==> config.mk <==
export PLATFORM = sky130hd
export DESIGN_NAME = ll_sc_link_unit
export DESIGN_NICKNAME = d
export VERILOG_FILES = /design/src/rtl/ll_sc_link_unit.sv
export SDC_FILE = /design/constraint.sdc
export NUM_CORES = 1
export LEC_CHECK = 0
export ABC_AREA = 0
export ABC_CLOCK_PERIOD_IN_PS = 2780
export CAP_MARGIN = 5
export CORE_AREA = 8 8 112 166
export CTS_BUF_LIST = sky130_fd_sc_hd__clkbuf_4 sky130_fd_sc_hd__clkbuf_8
export DETAILED_ROUTE_END_ITERATION = 10
export DIE_AREA = 0 0 120 174
export PLACE_DENSITY_LB_ADDON = 0.05
export SLEW_MARGIN = 10
export SYNTH_ARGS = -nofsm -noshare
export SYNTH_HDL_FRONTEND = slang
export SYNTH_SLANG_ARGS = --single-unit
export TNS_END_PERCENT = 100
==> constraint.sdc <==
create_clock -name CLK -period 2.78 [get_ports CLK]
set_input_delay 0.556 -clock CLK [delete_from_list [all_inputs] [get_ports CLK]]
set_output_delay 0.556 -clock CLK [all_outputs]
set_load 0.01 [all_outputs]
==> src/rtl/ll_sc_link_unit.sv <==
// ll_sc_link_unit
// Per-core responder between the datapath data port and the L1 dcache.
// Holds the load-linked reservation, forwards reads and writes to the cache,
// resolves store-conditional success at acceptance time and returns the SC
// result word on dload. Snooped writes from the other core break the
// reservation so LL/SC stays atomic across both cores.
module ll_sc_link_unit #(
   parameter int ADDR_W = 32,
   parameter int DATA_W = 32
) (
   input  logic              CLK,
   input  logic              nRST,
   input  logic              dREN,
   input  logic              dWEN,
   input  logic              datomic,
   input  logic [ADDR_W-1:0] daddr,
   input  logic [DATA_W-1:0] dstore,
   input  logic              halt,
   output logic              dhit,
   output logic [DATA_W-1:0] dload,
   output logic              c_ren,
   output logic              c_wen,
   output logic [ADDR_W-1:0] c_addr,
   output logic [DATA_W-1:0] c_store,
   input  logic              c_hit,
   input  logic [DATA_W-1:0] c_load,
   input  logic              snoop_valid,
   input  logic [ADDR_W-1:0] snoop_addr,
   output logic              link_valid,
   output logic [ADDR_W-1:0] link_addr
);

   typedef enum logic [1:0] {
      IDLE = 2'd0,
      RD   = 2'd1,
      WR   = 2'd2,
      RESP = 2'd3
   } state_t;

   state_t            state_q, state_d;

   logic [ADDR_W-1:0] reqAddr_q, reqAddr_d;
   logic [DATA_W-1:0] reqStore_q, reqStore_d;
   logic              reqAtomic_q, reqAtomic_d;
   logic              reqWrite_q, reqWrite_d;
   logic              scPass_q, scPass_d;

   logic              dhit_q, dhit_d;
   logic [DATA_W-1:0] dload_q, dload_d;

   logic              linkValid_q, linkValid_d;
   logic [ADDR_W-1:0] linkAddr_q, linkAddr_d;

   logic              snoopHitsReq;
   logic              scPasses;
   logic              llComplete;
   logic              wrComplete;
   logic              swHitsLink;
   logic              unusedSnoopLow;

   // The reservation is word-granular, so the byte-offset bits of the snoop
   // address never take part in any comparison.
   assign unusedSnoopLow = ^snoop_addr[1:0];

   // SC acceptance test: the reservation must be live, cover the requested
   // word, and not be broken by a snoop landing on that word this very cycle.
   always_comb begin
      snoopHitsReq = snoop_valid &&
                     (snoop_addr[ADDR_W-1:2] == daddr[ADDR_W-1:2]);
      scPasses     = linkValid_q &&
                     (daddr[ADDR_W-1:2] == linkAddr_q[ADDR_W-1:2]) &&
                     !snoopHitsReq;
      swHitsLink   = (reqAddr_q[ADDR_W-1:2] == linkAddr_q[ADDR_W-1:2]);
   end

   // Next-state and response decode: requests are only sampled in IDLE, a
   // failing SC skips the cache entirely, and dhit/dload are set up so they
   // appear registered in the RESP cycle.
   always_comb begin
      state_d     = state_q;
      reqAddr_d   = reqAddr_q;
      reqStore_d  = reqStore_q;
      reqAtomic_d = reqAtomic_q;
      reqWrite_d  = reqWrite_q;
      scPass_d    = scPass_q;
      dhit_d      = 1'b0;
      dload_d     = dload_q;
      llComplete  = 1'b0;
      wrComplete  = 1'b0;

      case (state_q)
         IDLE: begin
            if (!halt && (dWEN || dREN)) begin
               reqAddr_d   = daddr;
               reqStore_d  = dstore;
               reqAtomic_d = datomic;
               reqWrite_d  = dWEN;
               scPass_d    = 1'b0;
               if (dWEN) begin
                  if (datomic) begin
                     if (scPasses) begin
                        scPass_d = 1'b1;
                        state_d  = WR;
                     end else begin
                        dload_d = '0;
                        dhit_d  = 1'b1;
                        state_d = RESP;
                     end
                  end else begin
                     state_d = WR;
                  end
               end else begin
                  state_d = RD;
               end
            end
         end

         RD: begin
            if (c_hit) begin
               dload_d    = c_load;
               dhit_d     = 1'b1;
               llComplete = reqAtomic_q;
               state_d    = RESP;
            end
         end

         WR: begin
            if (c_hit) begin
               dload_d    = {{(DATA_W-1){1'b0}}, scPass_q};
               dhit_d     = 1'b1;
               wrComplete = 1'b1;
               state_d    = RESP;
            end
         end

         RESP: begin
            state_d = IDLE;
         end

         default: begin
            state_d = IDLE;
         end
      endcase
   end

   // Reservation update, written lowest priority first so that later
   // statements win: LL set, then SC/matching-SW clear, then a snoop on the
   // (possibly just-set) word, then halt.
   always_comb begin
      linkValid_d = linkValid_q;
      linkAddr_d  = linkAddr_q;

      if (llComplete) begin
         linkValid_d = 1'b1;
         linkAddr_d  = {reqAddr_q[ADDR_W-1:2], 2'b00};
      end

      if (wrComplete && (scPass_q || (!reqAtomic_q && swHitsLink))) begin
         linkValid_d = 1'b0;
      end

      if (snoop_valid &&
          (snoop_addr[ADDR_W-1:2] == linkAddr_d[ADDR_W-1:2])) begin
         linkValid_d = 1'b0;
      end

      if (halt) begin
         linkValid_d = 1'b0;
      end
   end

   // Transaction state, latched request and registered responses; reset
   // aborts any access in flight.
   always_ff @(posedge CLK or negedge nRST) begin
      if (!nRST) begin
         state_q     <= IDLE;
         reqAddr_q   <= '0;
         reqStore_q  <= '0;
         reqAtomic_q <= 1'b0;
         reqWrite_q  <= 1'b0;
         scPass_q    <= 1'b0;
         dhit_q      <= 1'b0;
         dload_q     <= '0;
      end else begin
         state_q     <= state_d;
         reqAddr_q   <= reqAddr_d;
         reqStore_q  <= reqStore_d;
         reqAtomic_q <= reqAtomic_d;
         reqWrite_q  <= reqWrite_d;
         scPass_q    <= scPass_d;
         dhit_q      <= dhit_d;
         dload_q     <= dload_d;
      end
   end

   // Reservation registers.
   always_ff @(posedge CLK or negedge nRST) begin
      if (!nRST) begin
         linkValid_q <= 1'b0;
         linkAddr_q  <= '0;
      end else begin
         linkValid_q <= linkValid_d;
         linkAddr_q  <= linkAddr_d;
      end
   end

   // Output drive: cache strobes decode straight from the state so they
   // drop as soon as reset is asserted.
   always_comb begin
      c_ren      = (state_q == RD);
      c_wen      = (state_q == WR) && reqWrite_q;
      c_addr     = reqAddr_q;
      c_store    = reqStore_q;
      dhit       = dhit_q;
      dload      = dload_q;
      link_valid = linkValid_q;
      link_addr  = linkAddr_q;
   end

endmodule
==> metrics.txt <==
DRT Wirelength=27950 um; clk slew on worst S/H paths=0.09 ns; endpoints failing hold=0; Worst path most repeated cell=buf_12; Cell Area, Synth=7305 um^2; Final period util=96.66%; status=complete, no violations; setup ws final=0.09287 ns; ys async rst share=100.0%; CP arrival=3.07 ns; port bufs=263; largest family of logic cells by synthesized area=XOR/XNOR gates; Cell Rows=58; Post-CTS Repair Setup Buffers=0; total CTS buffers=17; Yosys warning total=0; crit path cell chain=clkdlybuf4s50_1 > xnor2_2 > nand4_1 > or4_1 > a211oi_4 > buf_12 > nand3b_1 > buf_12 > a31o_1; main flop type after synthesis=dfrtp_1; number of library cell types mapped by synthesis=53; Synth Area in XOR/XNOR=12.95%; Post-Synth Adder-Cell Area=0.8565%; Final Max Slew Viols=0; First-pass DRT Iterations=7; initial DRC count=419; Worst path slowest cell=or4_1; overall global routing resource usage=26.52%; CP Max Fanout=31; critical path required time=3.16 ns; Via Count=7091; hold slack=0.06507 ns; DR WL/cell=22.50 um; htree depth=4; CP Class=in2reg; DRC viols=0; reg-to-reg critical path startpoint=state_q[1]$_DFFE_PN0P_; DP Worst Slack=-0.4580 ns; multiplexer share of the synthesized area=11.78%; Final ANT Viol Nets=0; CP Launch Type=input pin; Tmin final=2.687 ns; share of layout cells above drive strength 1=18.53%; area of the die=20880 um^2; main area contributors after synthesis=dfrtp_1 46%, mux2_2 11%, xnor2_1 8.8%, nand4_1 4.5%, xor2_1 4.2%; PD cells=1059 nW/um^2; first-pass GRT wire length=42960 um; Setup Viol. Count Final=0; Post-Synth Simple-Gate Area=12.59%; Seq/Total Area, Yosys=45.56%; Max Cap Violations=0; synthesis-to-layout area growth=51.93%; Fillers=1335; total chip power=11.76 mW; final worst clock skew=0.01341 ns; Multi-input gate area=3695 um^2; Clock Path Buffers=2; Clock Latency Late Sink=0.45 ns; CP Launch Point=daddr[23]; DIE HEIGHT=174 um; post-synth top area share=45.56%; max incr delay on CP=0.61 ns; EDFF count, synth=0; # nets final=1159; Core ar.=16330 um^2; Overflow after GRT=0; worst hold path type=in2async; Synth area leader=dfrtp_1; actual slew at the worst max-slew pin=0.5797 ns; vias in the first global route=7554; compound-gate portion of the synthesized area=11.90%; gpl congestion=0.9892; Avg Cell Area, Syn=10.51 um^2; Starting Density=44.74%; post-DR vias/cell=5.709; max_slew headroom=61.00%; synthesized instance count=695; CTS root buffer=clkbuf_8; storage element area=3328 um^2; chip width=120 um; pin count of the biggest net entering global routing=55; Critical Path Sink Type=flop; Yosys reg bits=133; f_max=372.1 MHz; final HPWL from detailed placement=21710 um; # IOs=268; initial antenna violation count=1; CTS sink count=133; VDD IR max=0.6057 mV; leakage power=4.649 nW; TritonCTS clock tree=done
cells in the final DEF (no fill, tap or decap), drive strengths merged, types with 3 or more instances in the layout:
cell type,count
a22o,3
o21ai,41
nor2,11
o22ai,5
a31o,31
a2bb2oi,3
a21oi,3
mux2,72
nand2,55
nand3,37
dfrtp,133
mux2i,5
o2111ai,3
nor4,11
clkdlybuf4s50,262
buf,82
xor2,35
a221oi,3
a22oi,3
nand4,52
ha,5
or4,3
xnor2,73
clkinv,5
clkbuf,17
a222oi,3
inv,40
sequential cells by signal, indices dropped and copies added, names as in the netlist:
signal and cells:
dhit 1, dload 32, state_q 2, c_addr 32
c_store 32, link_addr 30, link_valid 1, scPass_q 1
reqAtomic_q 1, reqWrite_q 1
final timing paths:
check / to / slack (ns) / depth (start not counted)
setup / recovery: dload[24]$_DFFE_PN0P_ / 0.09 / 9
hold / removal: c_addr[0]$_DFFE_PN0P_ / 0.07 / 1
setup reg to reg: link_valid$_DFFE_PN0P_ / 0.11 / 9
hold reg to reg: dload[2]$_DFFE_PN0P_ / 0.51 / 1
max in group asynchronous: c_store[10]$_DFFE_PN0P_ / 2.01 / 2
min in group CLK: dload[2]$_DFFE_PN0P_ / 0.51 / 1
repair_timing:
action,4_1_cts,5_1_grt
hold endpoints to repair,0,0
setup endpoints to repair,0,32
resized for setup,0,3
hold buffers,0,0
stage by stage:
stage / cell area (um^2) / util (%) / cells / TNS (ns)
2_1_floorplan: 7308 / - / 696 / 0
3_3_place_gp: 10710 / 65.59 / 1209 / -12.36
3_5_place_dp: 10710 / 65.59 / 1209 / -14.38
4_1_cts: 11080 / 67.85 / 1241 / 0
5_1_grt: 11100 / 67.97 / 1242 / -0.002945
6_report: 11100 / 67.97 / 1242 / 0
layer usage:
metal,vias to the layer above,track usage [%],part of all wire [%]
met2,366,48.17,53
met3,83,6.463,7.1
met1,3480,27.21,35
met5,-,0,0
met4,0,14.17,5.1
li1,3162,-,-
power by group:
| part | total, mW | internal (mW) | leakage [nW] | switching (mW) |
|---|---|---|---|---|
| Sequential | 3.93 | 2.86 | 1.66 | 1.07 |
| Combinational | 6.26 | 3.35 | 2.80 | 2.91 |
| Clock | 1.56 | 0.654 | 0.185 | 0.910 |
cell type report:
class                   instances  area share (%)
multi-input cells             490           33.29
clock buffers                  17           2.108
diodes                          1         0.02255
clock inverters                15           1.218
repair buffers                344           29.92
well taps                     210           2.368
inverters                      32           1.082
flip-flops and latches        133           29.99
cell usage after synthesis, types with 3 or more instances:
cell and instances:
o2111ai_1 3, a221oi_1 3, dfrtp_1 133, clkbuf_1 18
a2bb2oi_1 3, a22o_1 3, nand3_1 37, nand2_1 55
mux2i_1 5, buf_2 5, ha_1 5, o22ai_1 5
xor2_1 35, a22oi_1 3, a222oi_1 3, o21ai_0 10
a21oi_1 3, mux2_2 70, nor4_1 11, nand4_1 52
inv_1 32, buf_1 11, xnor2_1 73, or4_1 3
o21ai_1 31, buf_4 5, nor2_1 11, a31o_1 31
critical path, delay by kind of cell:
kind	cells	cell delay (ns)
and+or+nand+nor	3	0.91
xor gates and xnor gates	1	0.29
buffers and inverters	3	0.84
AOI/OAI and AO/OA	2	0.46
cell families after synthesis:
| group | after synthesis |
|---|---|
| fa+ha+maj | 5 |
| flops | 133 |
| xor+xnor | 108 |
| mux | 77 |
| simple gates | 180 |
| other cells | 1 |
| compound gates | 118 |
| buf+inv | 73 |
No activity file was read; power rests on OpenSTA's default activity.
